### src/rtl/sda_rx_pkg.sv
// Shared serial-link definitions for the sda transmitter/receiver pair.
//   DW_DEFAULT : default payload width in bits
//   rx_state_t : receiver FSM state encoding
package sda_rx_pkg;

    localparam int unsigned DW_DEFAULT = 4;

    typedef enum logic [1:0] {
        IDLE      = 2'b00,
        SHIFT     = 2'b01,
        WAIT_STOP = 2'b10
    } rx_state_t;

endpackage

### src/rtl/sda_rx_edge_det.sv
// Two-stage synchroniser for scl/sda plus start, stop and scl-rise detection.
// Ports:
//   sclk    : system clock
//   rst     : synchronous active-high reset
//   scl/sda : asynchronous serial bus inputs, idle high
//   start   : sda fell while scl high
//   stop    : sda rose while scl high
//   rise    : scl rising edge
//   bit_val : sda value to sample on a rise
module sda_edge_det (
    input  logic sclk,
    input  logic rst,
    input  logic scl,
    input  logic sda,
    output logic start,
    output logic stop,
    output logic rise,
    output logic bit_val
);

    logic scl_d, sda_d, scl_p, sda_p;

    // Reset to the idle-bus level so no false start/stop appears afterwards.
    always_ff @(posedge sclk) begin
        if (rst) begin
            scl_d <= 1'b1;
            sda_d <= 1'b1;
            scl_p <= 1'b1;
            sda_p <= 1'b1;
        end else begin
            scl_d <= scl;
            sda_d <= sda;
            scl_p <= scl_d;
            sda_p <= sda_d;
        end
    end

    always_comb begin
        start   = scl_d & scl_p &  sda_p & ~sda_d;
        stop    = scl_d & scl_p & ~sda_p &  sda_d;
        rise    = ~scl_p & scl_d;
        bit_val = sda_d;
    end

endmodule

### src/rtl/sda_rx.sv
// Serial receiver: collects a DW-bit word (MSB first) framed by start/stop,
// presents it on data together with its one-hot decode on outh.
// Ports:
//   sclk      : system clock
//   rst       : synchronous active-high reset
//   scl, sda  : serial bus from the transmitter, idle high
//   data      : last correctly framed word
//   valid     : one-cycle pulse when data/outh are updated
//   outh      : one-hot decode of data
//   frame_err : one-cycle pulse on an aborted or malformed frame
module sda_rx
    import sda_rx_pkg::*;
#(
    parameter int unsigned DW = DW_DEFAULT
) (
    input  logic             sclk,
    input  logic             rst,
    input  logic             scl,
    input  logic             sda,
    output logic [DW-1:0]    data,
    output logic             valid,
    output logic [2**DW-1:0] outh,
    output logic             frame_err
);

    localparam int unsigned CW = $clog2(DW + 1);
    localparam int unsigned OW = 2**DW;
    localparam logic [CW-1:0] LAST = CW'(DW - 1);
    localparam logic [OW-1:0] ONE  = OW'(1);

    logic start, stop, rise, bit_val;

    sda_edge_det u_edge (
        .sclk    (sclk),
        .rst     (rst),
        .scl     (scl),
        .sda     (sda),
        .start   (start),
        .stop    (stop),
        .rise    (rise),
        .bit_val (bit_val)
    );

    rx_state_t     state;
    logic [CW-1:0] cnt;
    logic [DW-1:0] shreg;
    logic [DW-1:0] shreg_nxt;
    logic          stop_armed;

    always_comb begin
        shreg_nxt = (shreg << 1) | DW'(bit_val);
    end

    always_ff @(posedge sclk) begin
        if (rst) begin
            state      <= IDLE;
            cnt        <= '0;
            shreg      <= '0;
            stop_armed <= 1'b0;
            data       <= '0;
            outh       <= '0;
            valid      <= 1'b0;
            frame_err  <= 1'b0;
        end else begin
            valid     <= 1'b0;
            frame_err <= 1'b0;
            case (state)
                IDLE: begin
                    if (start) begin
                        state <= SHIFT;
                        cnt   <= '0;
                    end
                end
                SHIFT: begin
                    if (start) begin
                        cnt <= '0;
                    end else if (stop) begin
                        frame_err <= 1'b1;
                        state     <= IDLE;
                    end else if (rise) begin
                        shreg <= shreg_nxt;
                        cnt   <= cnt + CW'(1);
                        if (cnt == LAST) begin
                            state      <= WAIT_STOP;
                            stop_armed <= 1'b0;
                        end
                    end
                end
                WAIT_STOP: begin
                    if (start) begin
                        frame_err <= 1'b1;
                        cnt       <= '0;
                        state     <= SHIFT;
                    end else if (stop) begin
                        data  <= shreg;
                        outh  <= ONE << shreg;
                        valid <= 1'b1;
                        state <= IDLE;
                    end else if (rise) begin
                        // A stop needs scl to come back high with sda low first;
                        // exactly one such rise is tolerated, any other rise is an
                        // extra data bit.
                        if (bit_val || stop_armed) begin
                            frame_err <= 1'b1;
                            state     <= IDLE;
                        end else begin
                            stop_armed <= 1'b1;
                        end
                    end
                end
                default: state <= IDLE;
            endcase
        end
    end

endmodule

### config.mk
export PLATFORM = sky130hd
export DESIGN_NAME = sda_rx
export DESIGN_NICKNAME = d
export VERILOG_FILES = /design/src/rtl/sda_rx_pkg.sv /design/src/rtl/sda_rx_edge_det.sv /design/src/rtl/sda_rx.sv
export SDC_FILE = /design/constraint.sdc
export NUM_CORES = 1
export LEC_CHECK = 0
export CORE_MARGIN = 2
export CORE_UTILIZATION = 55
export CTS_BUF_LIST = sky130_fd_sc_hd__clkbuf_2 sky130_fd_sc_hd__clkbuf_4 sky130_fd_sc_hd__clkbuf_8
export CTS_CLUSTER_SIZE = 12
export DETAILED_ROUTE_END_ITERATION = 8
export PLACE_DENSITY = 0.8
export SKIP_LAST_GASP = 1
export SYNTH_ARGS = -nofsm -noshare
export SYNTH_HDL_FRONTEND = slang
export SYNTH_HIERARCHICAL = 1
export SYNTH_SLANG_ARGS = --single-unit
### constraint.sdc
create_clock -name sclk -period 1.8 [get_ports sclk]
set_input_delay 0.27 -clock sclk [delete_from_list [all_inputs] [get_ports sclk]]
set_output_delay 0.27 -clock sclk [all_outputs]
set_load 0.03 [all_outputs]
; ---- Word-level counts from Yosys, hierarchy flattened
; Index checks and enable logic that the tools add are counted.
[totals]
elab_cells = 88
regBits = 36
output_inout_bits = 22
[op_classes]
addsub = 1
n_bitwise = 13
n_shift = 1
mux = 31
reduce_logical = 11
eq_ne = 19
[ops]
columns = cell, n
row1 = 2-bit 2-to-1 mux, 9
row2 = 2-bit != test (second input constant), 9
row3 = 1-bit by 4-bit left shift with 16-bit output (first input constant), 1
row4 = 1-bit 2-to-1 mux, 14
row5 = 3-bit 2-to-1 mux, 4
row6 = 3-bit != test (second input constant), 4
row7 = 9-bit AND reduction, 1
row8 = 4-bit != test (second input constant), 2
row9 = 4-bit AND reduction, 2
row10 = 1-bit bitwise AND, 6
row11 = 1-bit NOT, 6
row12 = 2-bit case mux with 3 select lines, 1
row13 = 3-bit case mux with 2 select lines, 1
row14 = 6-bit AND reduction, 1
row15 = 4-bit by 1-bit bitwise OR with 4-bit output, 1
row16 = 1-bit case mux with 2 select lines, 2
row17 = 2-bit nonzero test, 2
row18 = 2-bit OR reduction, 2
row19 = 3-bit by 1-bit adder with 3-bit output (second input constant), 1
row20 = 3-bit by 2-bit == test with 1-bit output (second input constant), 1
row21 = 3-bit AND reduction, 1
row22 = 2-bit by 1-bit == test with 1-bit output (second input constant), 1
row23 = 2-bit == test (second input constant), 1
row24 = 2-bit logical NOT, 1
row25 = other kinds (2), 2

; ---- Logic depth before layout (Yosys ltp)
[logic_depth]
depth_word = 6
depth_mapped = 7

; ---- Hierarchy
; Netlist, hierarchy kept.
[modules_own_cells]
columns = mod, seq_area_each_um2, area_per_inst_um2, n_inst, cells_each
row1 = sda_rx, 640.6, 1490.2, 1, 175
row2 = sda_edge_det, 80.1, 133.9, 1, 11

; ---- Worst setup path after synthesis
; No wires, ideal clock.
[synth_timing]
kind = register to register
from = register state[0]
to = register state[0]
required_ps = 1679
path_stages_with_launch = 7
arrival_ps = 1434
path_slack_ps = 246
period_less_slack_ps = 1554
n_path_buf = 0
setup_ps = 121
cell_sequence = dfxtp_1 -> inv_1 -> ha_1 -> nor3b_1 -> nand2_1 -> o2111ai_2 -> mux2_2
[synth_via]
elab_chain_cells = 3
word_cells_on_any_way = 11
[synth_lines]
columns = element, line
row1 = start: declaration, sda_rx.sv:44  ; rx_state_t state;
row2 = start signal: assignment, sda_rx.sv:56  ; state <= IDLE;
row3 = start signal: assignment, sda_rx.sv:70  ; state <= SHIFT;
row4 = start signal: assignment, sda_rx.sv:79  ; state <= IDLE;
row5 = "2-bit == test, or another cell as far along", sda_rx.sv:67  ; case (state)
row6 = "4-bit != test (no line), or another cell as far along", --
row7 = 6-bit AND reduction (no line), --
; Parallel ways exist; a longest one is shown, timed or not.
; A chain may end at the register's enable or synchronous reset.

; ---- Worst setup path after layout
[layout_timing]
from = register u_edge.sda_d, in the netlist u_edge/bit_val
to = register cnt[2]
[layout_via]
word_cells_on_any_way = 9
[layout_rtl]
columns = element, line
row1 = start: declaration, sda_rx_edge_det.sv:21  ; logic scl_d, sda_d, scl_p, sda_p;
row2 = start signal: assignment, sda_rx_edge_det.sv:27  ; sda_d <= 1'b1;
row3 = start signal: assignment, sda_rx_edge_det.sv:32  ; sda_d <= sda;
row4 = 1-bit bitwise AND, sda_rx_edge_det.sv:40  ; stop = scl_d & scl_p & ~sda_p & sda_d;
row5 = via stop, sda_rx.sv:31  ; logic start, stop, rise, bit_val;
row6 = 3-bit != test (no line), --
row7 = 4-bit AND reduction (no line), --
row8 = end signal: assignment, sda_rx.sv:82  ; cnt <= cnt + CW'(1);
row9 = end: declaration, sda_rx.sv:45  ; logic [CW-1:0] cnt;
; The timed path passes the listed nets, and every way through them passes these cells.

==> metrics.cfg <==
[power_and_ir_drop]
power_uw = 1780
powerDensity_nw_per_um2 = 888
ir_drop_mv = 1.05
p_leak_uw = 0.000716

[min_path]
hp-class = reg -> reg

[layout]
final_util_pct = 72.1
final_area_sq_um = 2000
nets = 223
area_growth_pct = 23.4
antennaDiodeCount = 0
drive_above_1_share_pct = 10.8
nFillCells = 229

[logic_synthesis]
synth.top_cell.area_share_pct = 44.4
async_reset_ff_share_pct = 0
synth_edf_count = 0
synth_nets = 197
syn_inst = 186
syn_area_per_cell_sq_um = 8.73
synth_ff_type = dfxtp_1
synth_seq_cells = 36
synthTopCellsByArea = dfxtp_1, a21oi_1, nand2_1
ys_top_cells_by_count = dfxtp_1, nand2_1, a21oi_1
yosysMostFrequentCell = dfxtp_1
synth-warning-count = 6
synth_cell_types = 36
synth-seq-area-share_pct = 44.4
yosysTopAreaCell = dfxtp_1
syn-cell-area_sq_um = 1620

[run_status]
status = finished clean

[clock_tree]
cts_tree = yes
cts_hold_buf = 0
clockBufferDepth = 2
htree_num_levels = 2
insertion_delay_ps = 340
cts_setup_buffers = 0
cts_root_buffer = clkbuf_4
cts_sinks = 36
numCtsBuffers = 5
clk_pin_slew_ps = 110

[global_route]
grt_pass1_vias = 1246
grt_antenna_before_repair = 0
grtUsageTotal_pct = 20.8
grt_max_degree = 21
grt_overflow_total = 0
grt_pass1_wl_mm = 5.36

[die]
rows = 19
start_util_pct = 58.4
dieWidth_um = 58.3
coreArea_sq_um = 2780
dieHeight_um = 58.3
io_pins = 26
fp.dieArea_sq_um = 3400

[critical_path]
crit_fanout = 7
worstSetupPathType = reg -> reg
arrival_ps = 1950
cp-end-kind = flip-flop
startpoint_type = flip-flop
cp.required_ps = 2030

[sta]
slew_violations = 0
slew-limit-headroom_pct = 75.7
setup-tns-final_ps = 0
final.min_clock_period_ps = 1720
fin_crit_sh_pct = 95.5
hold_viol_final = 0
final.setup_skew_ps = 9.39
clock.fmax_mhz = 582
setup_viol = 0
rsz0062_at_grt = true
whs_ps = 454
worstMarginPinSlew_ps = 364

[drt]
vias = 1324
totalWireLength_mm = 3.19
first_pass_iters = 6
wl_per_cell_um = 13.1
via_per_inst = 5.43
drt_iter0_drc = 47
drc = 0
ant_nets = 0

[place]
dp_hpwl_mm = 2.34
gp_congestion = 0.861
numPortBuffers = 25
post_dp_cell_area_sq_um = 1900

[run]
maxCapViolations = 0

==> final cells by class <==
type	instances	area (sq um)	share of cell area, %
Sequential cell	36	721	36.0
Clock inverter	1	30.0	1.50
Tap cell	31	38.8	1.94
Timing Repair Buffer	30	300	15.0
Inverter	6	22.5	1.12
Multi-Input combinational cell	133	827	41.3
Clock buffer	7	65.1	3.25
==> layout by cell type, fill, tap and decap left out, types with 3 or more instances in the layout <==
cell type        netlist  routed
mux2_1                 3       3
nor2b_1                8       8
ha_1                   7       7
nand3_1               12      12
mux2i_1                5       5
buf_4                  2       4
nor2_1                15      15
dfxtp_1               36      36
nand4_1                4       4
clkdlybuf4s50_1        0      25
nand2b_1               4       4
or2_1                  4       4
nand2_1               26      26
clkbuf_4               0       5
a21oi_1               23      23
inv_1                  6       6
==> cell families after synthesis <==
group           count (synthesis)  synth area share, %
simple gates                   87                 28.8
flops                          36                 44.4
compound gates                 30                 10.5
buf+inv                        17                 5.08
mux                             9                 5.86
fa+ha+maj                       7                 5.39
==> stage by stage <==
stage / worst slack [ps] / instances
final: 80.7 / 244
after global routing: -8.72 / 244
after CTS: 88.3 / 244
after detailed placement: 110 / 236
after global placement: 152 / 236
after floorplan: 246 / 186
==> state kept, by name, summed over array words and instances (netlist names) <==
name,count
outh,16
data,4
shreg,4
cnt,3
state,2
frame_err,1
stop_armed,1
u_edge/bit_val,1
u_edge/scl_d,1
u_edge/scl_p,1
u_edge/sda_p,1
valid,1
==> critical path: stages (launching register included) <==
cell and delay, ps:
dfxtp_1 410, and4b_1 310, nand2b_4 180, a21oi_1 70, o22ai_1 280, mux2_1 370
==> layer usage <==
metal | part of all wire (%) | global-route usage [%]
met3 | 4.9 | 6.15
met4 | 1.6 | 9.63
met5 | 0 | 0
met2 | 50 | 34.5
met1 | 43 | 24.7
==> timing repair <==
| action | 4_1_cts | 5_1_grt |
|---|---|---|
| gates resized for setup | 0 | 2 |
| hold endpoints to repair | 0 | 0 |
| setup endpoints to repair | 0 | 2 |
==> power by group <==
part | internal [uW] | switching [uW] | total (uW)
clock | 369 | 268 | 637
sequential | 820 | 25.9 | 846
combinational | 141 | 158 | 298
==> worst paths after layout <==
check | startpoint | end | slack [ps] | cells after the start
setup reg to reg | u_edge/bit_val$_SDFF_PP1_ | cnt[2]$_SDFFE_PP0P_ | 80 | 5
setup / recovery | u_edge/bit_val$_SDFF_PP1_ | cnt[2]$_SDFFE_PP0P_ | 80 | 5
hold reg to reg | outh[3]$_SDFFE_PP0P_ | outh[3]$_SDFFE_PP0P_ | 450 | 2
hold / removal | outh[3]$_SDFFE_PP0P_ | outh[3]$_SDFFE_PP0P_ | 450 | 2
(Power assumes the default switching activity.)
